<file path="config.mk">
export PLATFORM = sky130hd
export DESIGN_NAME = instr_encoder
export DESIGN_NICKNAME = d
export VERILOG_FILES = /design/src/rtl/instr_encoder.sv
export SDC_FILE = /design/constraint.sdc
export NUM_CORES = 1
export LEC_CHECK = 0
export BUFFER_PORTS_ARGS = -buffer_cell sky130_fd_sc_hd__buf_2
export CAP_MARGIN = 20
export CORE_MARGIN = 4
export CORE_UTILIZATION = 45
export DETAILED_ROUTE_END_ITERATION = 6
export PLACE_DENSITY = 0.82
export SLEW_MARGIN = 10
export SYNTH_ARGS = -nofsm -noshare
export SYNTH_HDL_FRONTEND = slang
export SYNTH_SLANG_ARGS = --single-unit
</file>
<file path="constraint.sdc">
create_clock -name clk -period 2.6 [get_ports clk]
set_input_delay 0 -clock clk [delete_from_list [all_inputs] [get_ports clk]]
set_output_delay 0 -clock clk [all_outputs]
set_load 0.02 [all_outputs]
</file>
<file path="src/rtl/instr_encoder.sv">
// Packs symbolic RV32I requests into machine words and streams them into IMEM; MUL op gated by INSTR_ENCODER_MUL_EN.
// One-cycle latency from accept to IMEM write/err; in_ready only in RUN, dropped on start, after in_last or at the top address.
module instr_encoder #(
  parameter int IMEM_ADDR_W = 9,
  parameter int BASE_ADDR   = 0
) (
  input  logic                   clk,
  input  logic                   arst_n,
  input  logic                   start,
  input  logic                   in_valid,
  output logic                   in_ready,
  input  logic [2:0]             in_op,
  input  logic [4:0]             in_rd,
  input  logic [4:0]             in_rs1,
  input  logic [4:0]             in_rs2,
  input  logic [20:0]            in_imm,
  input  logic                   in_last,
  output logic                   imem_we,
  output logic [IMEM_ADDR_W-1:0] imem_addr,
  output logic [31:0]            imem_wdata,
  output logic                   err,
  output logic [1:0]             err_code,
  output logic                   done,
  output logic                   full
);

  localparam logic [IMEM_ADDR_W-1:0] BASE = BASE_ADDR[IMEM_ADDR_W-1:0];

  localparam logic [6:0] OP_R    = 7'b0110011;
  localparam logic [6:0] OP_I    = 7'b0010011;
  localparam logic [6:0] OP_B    = 7'b1100011;
  localparam logic [6:0] OP_J    = 7'b1101111;
  localparam logic [6:0] OP_LOAD = 7'b0000011;
  localparam logic [6:0] OP_STOR = 7'b0100011;

  typedef enum logic [1:0] {
    S_IDLE,
    S_RUN,
    S_DONE,
    S_FULL
  } state_t;

  state_t                 state;
  state_t                 state_nxt;
  logic [IMEM_ADDR_W-1:0] wr_ptr;
  logic [31:0]            enc_word;
  logic [1:0]             enc_code;
  logic                   accept;
  logic                   enc_ok;
  logic                   at_top;
  logic                   i_ok;
  logic                   b_ok;
  logic                   j_ok;

  // Sign-extension check: all bits above the field width must match its sign bit.
  assign i_ok = (&in_imm[20:11]) | ~(|in_imm[20:11]);
  assign b_ok = ((&in_imm[20:12]) | ~(|in_imm[20:12])) & ~in_imm[0];
  assign j_ok = ~in_imm[0];

  always_comb begin
    enc_word = '0;
    enc_code = 2'd0;
    case (in_op)
      3'd0: enc_word = {7'b0000000, in_rs2, in_rs1, 3'b000, in_rd, OP_R};
      3'd1: enc_word = {7'b0100000, in_rs2, in_rs1, 3'b000, in_rd, OP_R};
      3'd2: begin
        if (i_ok) enc_word = {in_imm[11:0], in_rs1, 3'b000, in_rd, OP_I};
        else      enc_code = 2'd2;
      end
      3'd3: begin
        if (b_ok) enc_word = {in_imm[12], in_imm[10:5], in_rs2, in_rs1, 3'b000,
                              in_imm[4:1], in_imm[11], OP_B};
        else      enc_code = 2'd2;
      end
      3'd4: begin
        if (j_ok) enc_word = {in_imm[20], in_imm[10:1], in_imm[11], in_imm[19:12],
                              in_rd, OP_J};
        else      enc_code = 2'd2;
      end
      3'd5: begin
        if (i_ok) enc_word = {in_imm[11:0], in_rs1, 3'b010, in_rd, OP_LOAD};
        else      enc_code = 2'd2;
      end
      3'd6: begin
        if (i_ok) enc_word = {in_imm[11:5], in_rs2, in_rs1, 3'b010, in_imm[4:0], OP_STOR};
        else      enc_code = 2'd2;
      end
      default: begin
`ifdef INSTR_ENCODER_MUL_EN
        enc_word = {7'b0000001, in_rs2, in_rs1, 3'b000, in_rd, OP_R};
`else
        enc_code = 2'd1;
`endif
      end
    endcase
  end

  assign in_ready = (state == S_RUN) & ~start;
  assign accept   = in_valid & in_ready;
  assign enc_ok   = (enc_code == 2'd0);
  assign at_top   = (wr_ptr == {IMEM_ADDR_W{1'b1}});
  assign done     = (state == S_DONE);
  assign full     = (state == S_FULL);

  // A write into the top word wins over in_last: IMEM exhaustion must stay visible.
  always_comb begin
    state_nxt = state;
    case (state)
      S_RUN: begin
        if (accept) begin
          if (enc_ok && at_top) state_nxt = S_FULL;
          else if (in_last)     state_nxt = S_DONE;
        end
      end
      S_DONE:  state_nxt = S_IDLE;
      default: state_nxt = state;
    endcase
    if (start) state_nxt = S_RUN;
  end

  always_ff @(posedge clk) begin
    if (!arst_n) begin
      state      <= S_IDLE;
      wr_ptr     <= BASE;
      imem_we    <= 1'b0;
      imem_addr  <= BASE;
      imem_wdata <= '0;
      err        <= 1'b0;
      err_code   <= 2'd0;
    end else begin
      state   <= state_nxt;
      imem_we <= accept & enc_ok;
      err     <= accept & ~enc_ok;
      if (start) begin
        wr_ptr <= BASE;
      end else if (accept && enc_ok) begin
        imem_addr  <= wr_ptr;
        imem_wdata <= enc_word;
        if (!at_top) wr_ptr <= wr_ptr + 1'b1;
      end
      if (accept && !enc_ok) err_code <= enc_code;
    end
  end

endmodule

</file>
# Word-level counts from Yosys, hierarchy flattened
# Cells that the tools add are included.
# Widths: inputs -> output; s select.
totals:
  reg_bits: 56
  inputBits: 44
  output_inout_bits: 48
  word_cells: 71
classes:
  n_addsub: 1
  eq_ne: 14
  muxes: 15
  bitwise: 14
  n_reduce_logical: 19
ops:
  columns: ["cell", "n"]
  rows:
  - ["$pmux 32 s7", 1]
  - ["$mux 32", 5]
  - ["$mux 2", 6]
  - ["$reduce_and 10->1", 1]
  - ["$reduce_or 10->1", 1]
  - ["$add 9x1->9 const B", 1]
  - ["$eq 3x3->1 const B", 3]
  - ["$eq 9x9->1 const B", 1]
  - ["$reduce_and 9->1", 1]
  - ["$reduce_or 9->1", 1]
  - ["$pmux 2 s4", 1]
  - ["$not 1->1", 7]
  - ["$eq 3x2->1 const B", 2]
  - ["$reduce_and 3->1", 2]
  - ["$and 1x1->1", 5]
  - ["$eq 2x2->1 const B", 2]
  - ["$ne 4x3->1 const B", 1]
  - ["$pmux 2 s2", 1]
  - ["$reduce_and 2->1", 2]
  - ["$reduce_or 2->1", 2]
  - ["$eq 3x1->1 const B", 1]
  - ["$logic_and 1x1->1", 3]
  - ["$logic_not 3->1", 1]
  - ["$ne 3x2->1 const B", 1]
  - ["10 further kinds", 11]

# Logic depth before layout (Yosys ltp)
# Gate-level depths: netlist (run 1).
depth:
  depth_word: 12
  mapped_depth: 9
  mapped_depth_nobuf: 9

# Worst setup path before layout (run 1)
# Ideal clock, no wire load.
synth_path:
  path_type: "register -> register"
  startpoint: "register wr_ptr[0]"
  endpoint: "register wr_ptr[7]"
  setup_ns: 0.070
  arrival_time_ns: 2.004
  t_required_ns: 2.530
  setup_slack_ns: 0.526
  path_stages_with_launch: 9
  n_path_buf: 0
  synth_period_minus_slack_ns: 2.074
  path_cell_list: "dfxtp_1 -> ha_1 -> nand2_1 -> nor2_1 -> and3_1 -> ha_1 -> or4_4 -> or3_1 -> a21oi_1"
synth_via:
  elab_chain_cells: 3
  word_cells_on_any_way: 4
  cone_classes: "1 x add/sub; 1 x eq/ne; 1 x bitwise; 1 x reduce/logical"
synth_rtl:
  columns: ["item", "line_no", "rtl"]
  rows:
  - ["start: declaration", "45", "logic [IMEM_ADDR_W-1:0] wr_ptr;"]
  - ["start signal: assignment", "139", "if (!at_top) wr_ptr <= wr_ptr + 1'b1;"]
  - ["parallel branches: the longest is 3 deep, another holds $add 9x1->9", null, null]
# Several ways; the timed one is not identified.
# A chain may end at the register's enable or synchronous reset.

# Worst setup path after layout (run 1)
layout_path:
  startpoint: "input in_imm[15]"
  endpoint: "register wr_ptr[7]"
layout_via:
  elab_chain_cells: 9
  word_cells_on_any_way: 15
  cone_classes: "3 x mux; 5 x bitwise; 7 x reduce/logical"
layout_rtl:
  columns: ["item", "line_no", "rtl"]
  rows:
  - ["start: declaration", "16", "input logic [20:0] in_imm,"]
  - ["$reduce_or 9->1", "57", "assign b_ok = ((&in_imm[20:12]) | ~(|in_imm[20:12])) & ~in_imm[0];"]
  - ["$not 1->1", "57", null]
  - ["$or 1x1->1", "57", null]
  - ["$and 1x1->1", "57", null]
  - ["$mux 2", "71", "if (b_ok) enc_word = {in_imm[12], in_imm[10:5], in_rs2, in_rs1, 3'b000,"]
  - ["$pmux 2 s4 *", "63", "case (in_op)"]
  - ["$logic_not 2->1 *", "100", "assign enc_ok = (enc_code == 2'd0);"]
  - ["$logic_and 1x1->1 *", "136", "end else if (accept && enc_ok) begin"]
  - ["$reduce_and 2->1 (no line) *", null, null]
# Mark *: on every way between the ends. The rest lies on a longest branch, timed or not.

==> results.md, run 1 <==
- The signed area change from the synthesized netlist to the final layout is 35.1%.
- The routability-driven placement congestion ratio is about 0.94.
- The root buffer cell chosen for the clock tree is sky130_fd_sc_hd__clkbuf_8.
- After Yosys synthesis, XOR and XNOR cells account for ~1.3% of the synthesized area.
- The vias per cell is ~5.8.
- The number of detailed-route iterations in the first pass is 4.
- The count of endpoints failing setup in the final report is 0.
- During I/O placement, the number of pins put on the boundary was just over 90.
- The min-delay analysis places its worst path in the category in2reg.
- The final number of hold-violating endpoints came to 0.
- The type of the worst setup path is in2reg.
- Once routing completed, OpenROAD measured the worst setup slack at 0.120 ns.
- The total length of routed wires is about 8.2 mm.
- The unique cell type count in the Yosys netlist is 57.
- The cell area reported after detailed placement is ~3100 um^2.
- The total area inside the core boundary comes to approximately 5600 um^2.
- The final non-filler cell area is about 3500 um^2.
- The count of fill cells added during filler insertion is roughly 470.
- Dividing the final minimum period by the clock period gives 95.4%.
- The final critical-path required period is about 2.5 ns.
- The count of placed standard cells including taps is about 470.
- The first global-routing pass estimated 13.5 mm of wire.
- The peak clock frequency supported by timing is between 0.4 and 0.5 GHz.
- The clock passes through at most 2 buffers.
- The sort of element at the start of the critical path is a primary input.
- The adder-cell share of the synthesized area is 0.953%.
- The run finished with clean final reports.
- The worst register-to-register path has a depth of 8.
- The destination of the worst hold path is imem_wdata[21].
- The share of async-settable or async-resettable flops after synthesis is 0%.
- The sequential share of the synthesized area is between 40% and 50%.
- The cell leakage power is ~1.6 nW.
- The mean post-synth cell area is 8.20 um^2.
- The power density normalized to cell area is 439 nW/um^2.
- Prior to clock tree synthesis, the placed netlist has a worst setup slack of 0.379 ns.
- The final HPWL from detailed placement is between 5 and 6 mm.
- The initial antenna violation count is 1.
- The flip-flop cell with the highest count after synthesis is sky130_fd_sc_hd__dfxtp_1.
- TritonCTS created 5 clock buffers.
- The start point of the critical path is in_imm[15].
- Summing all flip-flop and latch instances after layout gives between 1000 and 1500 um^2.
- The sum of internal, switching and leakage power is between 0.0015 and 0.002 W.
- In this run the vertical extent of the chip is between 80 and 90 um.
- The effective utilization at floorplan is 47.1%.
- The post-synth net total is approximately 370.
- The worst register-to-register path ends at wr_ptr[7].
- The insertion delay of the later-clocked pin in the worst-skew pair is between 0.3 and 0.4 ns.
- The TritonCTS clock tree is built.
- For the worst setup path, the data required time is around 2.8 ns.
- The number of design-rule violations left by the first detailed-router iteration is about 160.
- In the final design database the tool counted about 480 nets.
- The maximum level of the CTS H-tree is 2.
- The aggregate global routing overflow is 0.
- The synthesized cell area is 2630 um^2.
- In this run the remaining antenna-violating nets after routing total 0.
- The biggest fanout along the worst timing path is 8.
- The width of the die is about 84 um.
- Row generation in the floorplan step produced 27 rows.
- The proportion of synthesized area in mux cells is less than 1%.
- The share of cells above drive strength 1 is between 20% and 30%.
- The maximum number of pins on one net before global-route repair is roughly 50.
- The type of element capturing the critical path is a register.
- After technology mapping, the gate count stands at between 300 and 400.
- The combinational family with the most area after synthesis is compound AO/OA/AOI/OAI gates.
- For the pin with the worst max-slew slack, the measured transition is a little under 0.8 ns.
- For this run, the total global-route usage over all layers was measured as between 20% and 30%.
- The compound-cell area share of the yosys netlist is about 30%.
- Setup repair after global routing could not meet its margin everywhere.
- After the flow finishes, the layout carries non-filler instances totaling just over 500.
- The remaining routing DRC violations is 0.
- The die covers slightly above 7000 um^2.
- The headroom to the max-slew limit is roughly 47%.
- The launch point of the worst hold path is in_imm[1].
- The number of register bits inferred by synthesis is 54.
- Between clock sinks in the finished design, the worst skew comes to approximately 0.0065 ns.
- The worst hold slack is approximately 0.0008 ns.
- The reg-to-reg critical path startpoint is wr_ptr[0].
- Max-cap violations in this run came to 0.
- The overall via count from detail_route is about 2900.
- The library cell used most frequently in the layout, excluding fill and tap cells, is sky130_fd_sc_hd__buf_2.
- Leaving out fill and tap cells, the most frequent cells in the layout are sky130_fd_sc_hd__buf_2, sky130_fd_sc_hd__dfxtp_1, sky130_fd_sc_hd__nand2_1.
- The total count of max-transition violations in the final report came to 0.
- The worst hold path was traced through 3 stages.
- The number of warnings printed during yosys synthesis is 0.
- The routed wirelength normalized by instance count is 16.2 um.
- The internal reg-to-reg setup slack is approximately 0.38 ns.
- The synthesized design contains 0 enable-type register cells.
- Data on the critical path arrives at its endpoint at approximately 2.7 ns.
- In the final layout, the multi-input gates occupy around 1500 um^2.
- The number of global-route vias before repair came to 2934.
- The count of clock tree sinks is 54.
- The fraction of the mapped netlist area in simple logic gates is between 20 and 25%.
- The count of buffers added on input and output ports is roughly 90.
- The clock slew seen by the registers of the worst setup and hold paths is roughly 0.10 ns.
- The worst voltage drop across the vdd grid is roughly 0.26 mV.
Yosys cell counts, types with 3 or more instances:
cell type,number,area [um^2]
sky130_fd_sc_hd__a21boi_0,14,105
sky130_fd_sc_hd__a21o_1,4,30.0
sky130_fd_sc_hd__a21oi_1,21,105
sky130_fd_sc_hd__a221oi_1,5,43.8
sky130_fd_sc_hd__a31oi_1,3,18.8
sky130_fd_sc_hd__a32o_1,10,100
sky130_fd_sc_hd__and2_1,3,18.8
sky130_fd_sc_hd__and3_1,7,43.8
sky130_fd_sc_hd__clkbuf_1,17,63.8
sky130_fd_sc_hd__dfxtp_1,54,1080
sky130_fd_sc_hd__nand2_1,41,154
sky130_fd_sc_hd__nand3_1,14,70.1
sky130_fd_sc_hd__nand4_1,7,43.8
sky130_fd_sc_hd__nor2_1,30,113
sky130_fd_sc_hd__nor2b_1,3,18.8
sky130_fd_sc_hd__nor3_1,4,20.0
sky130_fd_sc_hd__o21a_1,5,37.5
sky130_fd_sc_hd__o21ai_0,25,125
sky130_fd_sc_hd__o31ai_1,3,22.5
sky130_fd_sc_hd__xor2_1,4,35.0
worst max-delay path by stage:
stage                      endpoint
after floorplan           wr_ptr[7]
after global placement    wr_ptr[7]
after detailed placement  wr_ptr[7]
after CTS                 wr_ptr[7]
after global routing      wr_ptr[7]
final                     wr_ptr[7]
timing repair:
item | CTS | global route
endpoints found under the hold margin | 22 | 0
hold buffers | 30 | 0
gates resized for setup | 0 | 2
setup buffers | 0 | 0
endpoints found under the setup margin | 0 | 2
sequential cells by signal, summed over array words and instances, names as in the netlist:
name / cells
wr_ptr: 9
state: 2
err: 1
imem_addr: 9
imem_we: 1
imem_wdata: 30
err_code: 2
metrics by stage:
stage | utilization (%) | setup TNS [ns]
after floorplan | - | 0
after global placement | 56.2 | 0
after detailed placement | 56.2 | 0
after CTS | 63.3 | 0
after global routing | 63.6 | -0.0470
final | 63.6 | 0
power breakdown:
group | internal (W) | switching, W | total (W)
Clock | 0.000220 | 0.000286 | 0.000506
Combinational | 0.0000903 | 0.000119 | 0.000209
Sequential | 0.000837 | 0.00000613 | 0.000843
kinds of logic after synthesis:
group / after synthesis
AND/OR/NAND/NOR: 123
AO/OA/AOI/OAI: 112
flip-flops: 54
buffers and inverters: 24
XOR/XNOR: 4
adder cells (fa/ha/maj): 2
multiplexers: 1
routing by layer:
layer	track usage, %	routed length, um
met5	0	0
met4	7.91	168
met3	5.89	565
met2	41.5	4190
met1	26.2	3260
worst max-delay path, cell delays in order:
cell                            delay, ns
sky130_fd_sc_hd__dlygate4sd3_1       0.55
sky130_fd_sc_hd__buf_2               0.15
sky130_fd_sc_hd__nor3_1              0.31
sky130_fd_sc_hd__and4b_1             0.29
sky130_fd_sc_hd__a21oi_2             0.09
sky130_fd_sc_hd__o2111a_1            0.31
sky130_fd_sc_hd__or4_4               0.56
sky130_fd_sc_hd__or3_1               0.32
sky130_fd_sc_hd__a21oi_1             0.14
area by class of cell:
class	count	area share [%]
timing repair buffer	127	22.6
antenna	1	0.0705
sequential	54	30.5
multi-input combinational	242	41.2
clock buffer	6	2.33
inverter	3	0.317
clock inverter	2	0.494
tap	72	2.54
No activity file was read; power rests on OpenSTA's default activity.
==> inputs of run 2 (changes only) <==
Settings changed: ABC_AREA set to 1, PLACE_DENSITY 0.82 to 0.81.
==> run 2 against run 1 <==
Fmax is 7.0% higher. Setup slack better by 0.16 ns. Sequential share of layout area is 0.064 points lower. Highest routed layer unchanged.
==> results.md, run 2 <==
- The count of fill cells added during filler insertion is 579 (+22%).
- The maximum level of the CTS H-tree is 2 (unchanged).
- The number of global-route vias before repair was 2946 (+0.41%).
- The total internal power is 0.00114 W (-0.24%).
- Among all flip-flop cells after synthesis, the most frequent one is sky130_fd_sc_hd__dfxtp_1.
- The I/O pin total is 92 (unchanged).
- The remaining routing DRC violations was 0 (unchanged).
- The aggregate global routing overflow was 0 (unchanged).
- The type of the worst setup path is reg2reg.
- The unique cell type count in the Yosys netlist is 31 (-46%).
- The flow ran to the end, and the final reports show no timing, DRC or antenna violations.
- The number of register bits inferred by synthesis is 54 (unchanged).
- The power density normalized to cell area is 443 nW/um^2 (+0.83%).
- The maximum clock insertion buffer count is 2 (unchanged).
- The count of endpoints failing setup in the final report came to 0 (unchanged).
- The net load switching power is 0.000430 W (+4.6%).
- The share of cells above drive strength 1 is 25.0% (-2.0 points).
- The sum of internal, switching and leakage power is 0.00157 W (+1.0%).
- By count the netlist is led by sky130_fd_sc_hd__nand2_1, sky130_fd_sc_hd__nor2_1, sky130_fd_sc_hd__dfxtp_1.
- The overall via count from detail_route is 3157 (+7.7%).
- The total length of routed wires is 8.16 mm (-0.37%).
- The final number of hold-violating endpoints came to 0 (unchanged).
- The count of cells along the worst hold path came to 3 (unchanged).
- The number of nets in the finished design is 561 (+17%).
- The sequential share of the synthesized area came to 37.7% (-3.5 points).
- The mean post-synth cell area is 6.86 um^2 (-16%).
- The library cell used as clock root buffer is sky130_fd_sc_hd__clkbuf_8.
- The most frequent standard cell in the layout excluding fill and tap cells is sky130_fd_sc_hd__nand2_1.
- The biggest fanout along the worst timing path was 48 (+40).
- The post-CTS repair timing setup buffer count is 0 (unchanged).
- The worst-case reg-to-reg path depth is 10 (+2).
- The vias per cell is 5.34 (-7.6%).
- The global-route met3 utilization is 3.10% (-2.8 points).
- The number of buffers inserted during clock tree synthesis is 5 (unchanged).
- The count of clock tree sinks is 54 (unchanged).
- In this run the worst hold path is classified as in2reg.
- The count of flip-flops with a built-in enable after synthesis is 0 (unchanged).
- The routability-driven placement congestion ratio is 0.904 (-3.4%).
- The die footprint is 7710 um^2 (+8.4%).
- In this run the worst setup path begins at state[0].
- The global-route wire length before repair is 13.1 mm (-2.6%).
- The share of async-settable or async-resettable flops after synthesis came to 0% (unchanged).
- The final critical-path required period is 2.32 ns (-0.163 ns).
- The number of instances in the synthesized netlist is 418 (+31%).
- STA classifies the critical path startpoint as a register.
- The initial antenna violation count came to 0 (-1).
- The reg-to-reg critical path startpoint is state[0].
- The max-cap check violation count is 0 (unchanged).
- The number of design-rule violations left by the first detailed-router iteration was 228 (+47%).
- The effective utilization at floorplan was 47.3% (+0.22 points).
- The insertion delay of the later-clocked pin in the worst-skew pair is 0.31 ns (about the same).
- The most frequently used cell type in the post-synthesis netlist is sky130_fd_sc_hd__nand2_1.
- The switching part of the total is 27.3% (+0.93 points).
- The utilization after layout was 58.6% (-5.0 points).
- The period utilization is 89.1% (-6.3 points).
- The slew of the pin with the lowest slew margin is 0.578 ns (-0.214 ns).
- The synthesized cell area is 2870 um^2 (+9.2%).
- The capture point of the worst path is imem_wdata[8].
- Setup repair after global routing left no endpoint under its margin.
- The global-route track usage on met2 was 38.2% (-3.2 points).
- The total count of max-transition violations in the final report is 0 (unchanged).
- The worst setup skew after layout was 0.00261 ns (-0.00393 ns).
- The cell leakage power is 1.70 nW (+6.5%).
- In the final layout, the registers with the most flip-flops are imem_wdata x30, imem_addr x9, wr_ptr x9.
- The area share of the largest cell type after synthesis is 37.7% (-3.5 points).
- The global router's overall resource usage came to 21.1% (-1.9 points).
- The y dimension of the die is 87.8 um (+4.1%).
- The post-synth net total is 464 (+27%).
- The number of detailed-route iterations in the first pass is 5 (+1).
- The headroom to the max-slew limit is 61.2% (+14 points).
- Yosys attributes the largest share of cell area to sky130_fd_sc_hd__dfxtp_1, sky130_fd_sc_hd__nand2_1, sky130_fd_sc_hd__a21oi_1.
- The width of the die is 87.8 um (+4.1%).
- In the layout the commonest cells are sky130_fd_sc_hd__nand2_1, sky130_fd_sc_hd__buf_2, sky130_fd_sc_hd__nor2_1.
- The total of cells resized after clock tree synthesis is 0 (unchanged).
- The number of rows created at floorplan is 28 (+3.7%).
- The worst register-to-register path ends at imem_wdata[8].
- The number of port buffers is 91 (unchanged).
- The worst voltage drop across the vdd grid is 0.328 mV (+27%).
- The area inside the core boundary is 6060 um^2 (+8.7%).
- The global-route track usage on met1 came to 26.0% (-0.24 points).
- The register with the most flip-flops is imem_wdata.
- The peak clock frequency supported by timing is 0.432 GHz (+7.0%).
- STA classifies the critical path endpoint as a register.
- The most crowded layer after global routing is met2.
- The combinational fraction of design power came to 15.1% (+1.7 points).
- TritonCTS built the clock tree.
- The register share of total power is 54.1% (about the same).
- The number of warnings printed during yosys synthesis was 0 (unchanged).
- The signed area change from the synthesized netlist to the final layout is 24.0%.
- The routed wirelength normalized by instance count is 13.8 um (-15%).
- The remaining antenna violation count after routing was 0 (unchanged).
- The maximum number of pins on one net before global-route repair was 49 (-3.9%).
- The internal reg-to-reg setup slack is 0.28 ns (-0.10 ns).
- The clock network power share is 30.8% (-1.7 points).
- The clock slew seen by the registers of the worst setup and hold paths is 0.09 ns (about the same).
- The flip-flop count of the largest register after layout came to 30 (unchanged).
- The aggregate negative setup slack is 0 ns (unchanged).
- The number of buffers added to fix hold violations after cts is 13 (-57%).
- The arrival time of data at the critical path endpoint is 2.57 ns (-0.15 ns).
- The required time of the critical path is 2.85 ns (about the same).
- The final HPWL from detailed placement is 5.91 mm (+8.2%).
- The number of antenna diodes is 0 (-1).
- The cell taking the most area after synthesis is sky130_fd_sc_hd__dfxtp_1.
-- run 2: changes by cell type in the layout (fill, tap and decap cells not counted), sizes merged, moves of 6 or more --
cell,change
nand2,+61
a21oi,+24
nand4,-6
nand3,+29
a32o,-10
a21o,-6
dlygate4sd3,-17
and3,-8
o21ai,+16
inv,+24
nor2,+33
a21boi,-14
-- run 2: critical path, cell delays in order (launching register included) --
cell                            delay, ns
sky130_fd_sc_hd__dfxtp_1             0.41
sky130_fd_sc_hd__inv_1               0.06
sky130_fd_sc_hd__nor2_1              0.11
sky130_fd_sc_hd__nand2_1             0.09
sky130_fd_sc_hd__nor2_2              0.25
sky130_fd_sc_hd__inv_1               0.10
sky130_fd_sc_hd__nor2_2              0.16
sky130_fd_sc_hd__buf_12              0.22
sky130_fd_sc_hd__o21ai_0             0.11
sky130_fd_sc_hd__a21oi_1             0.14
sky130_fd_sc_hd__dlygate4sd3_1       0.57
-- run 2: how the worst min path moves through the flow --
| stage | slack [ns] | from | endpoint |
|---|---|---|---|
| after detailed placement | 0.27 | in_imm[10] | imem_wdata[30] |
| after global routing | 0.02 | in_rs2[3] | imem_wdata[23] |
| after floorplan | 0.08 | start | in_ready |
| after global placement | 0.26 | in_imm[7] | imem_wdata[27] |
| final | 0.007 | in_rs2[3] | imem_wdata[23] |
| after CTS | 0.001 | in_rs2[3] | imem_wdata[23] |
-- run 2: metal layers --
metal	vias up	share of wire [%]
li1	1574	-
met1	1448	43
met2	122	48
met3	13	6.9
met4	0	1.3
met5	-	0
-- run 2: metrics by stage --
step / setup WS [ns] / instance area [um^2] / std cells / hold WS (ns)
2_1_floorplan: 0.588 / 2870 / 418 / 0.0798
3_3_place_gp: 0.484 / 3330 / 570 / 0.261
3_5_place_dp: 0.392 / 3330 / 570 / 0.269
4_1_cts: 0.336 / 3550 / 591 / 0.00128
5_1_grt: 0.0992 / 3550 / 591 / 0.0235
6_report: 0.283 / 3550 / 591 / 0.00718
-- run 2: layout make-up --
| type | count | area [um^2] | share of cell area [%] |
|---|---|---|---|
| Clock buffer | 6 | 82.6 | 2.32 |
| Clock inverter | 2 | 12.5 | 0.352 |
| Inverter | 26 | 97.6 | 2.75 |
| Multi-Input combinational cell | 321 | 1570 | 44.1 |
| Sequential cell | 54 | 1080 | 30.4 |
| Tap cell | 75 | 93.8 | 2.64 |
| Timing Repair Buffer | 107 | 621 | 17.5 |
-- run 2: cells by family (layout without fill, tap and decap cells) --
family          count (synthesis)  in the layout  synth area share (%)
compound gates                 97             97                  18.0
xor+xnor                        6              6                  1.83
fa+ha+maj                       2              2                 0.872
buf+inv                        43            141                  7.68
flops                          54             54                  37.7
simple gates                  216            216                  33.9
-- run 2: power by group through the flow --
| stage | registers (W) | clock network (W) | logic [W] |
|---|---|---|---|
| 3_3_place_gp | 0.000871 | 0 | 0.000216 |
| 5_1_grt | 0.000855 | 0.000526 | 0.000261 |
| 2_1_floorplan | 0.000889 | 0 | 0.000113 |
| 6_report | 0.000853 | 0.000485 | 0.000237 |
| 3_5_place_dp | 0.000871 | 0 | 0.000221 |
| 4_1_cts | 0.000852 | 0.000497 | 0.000235 |
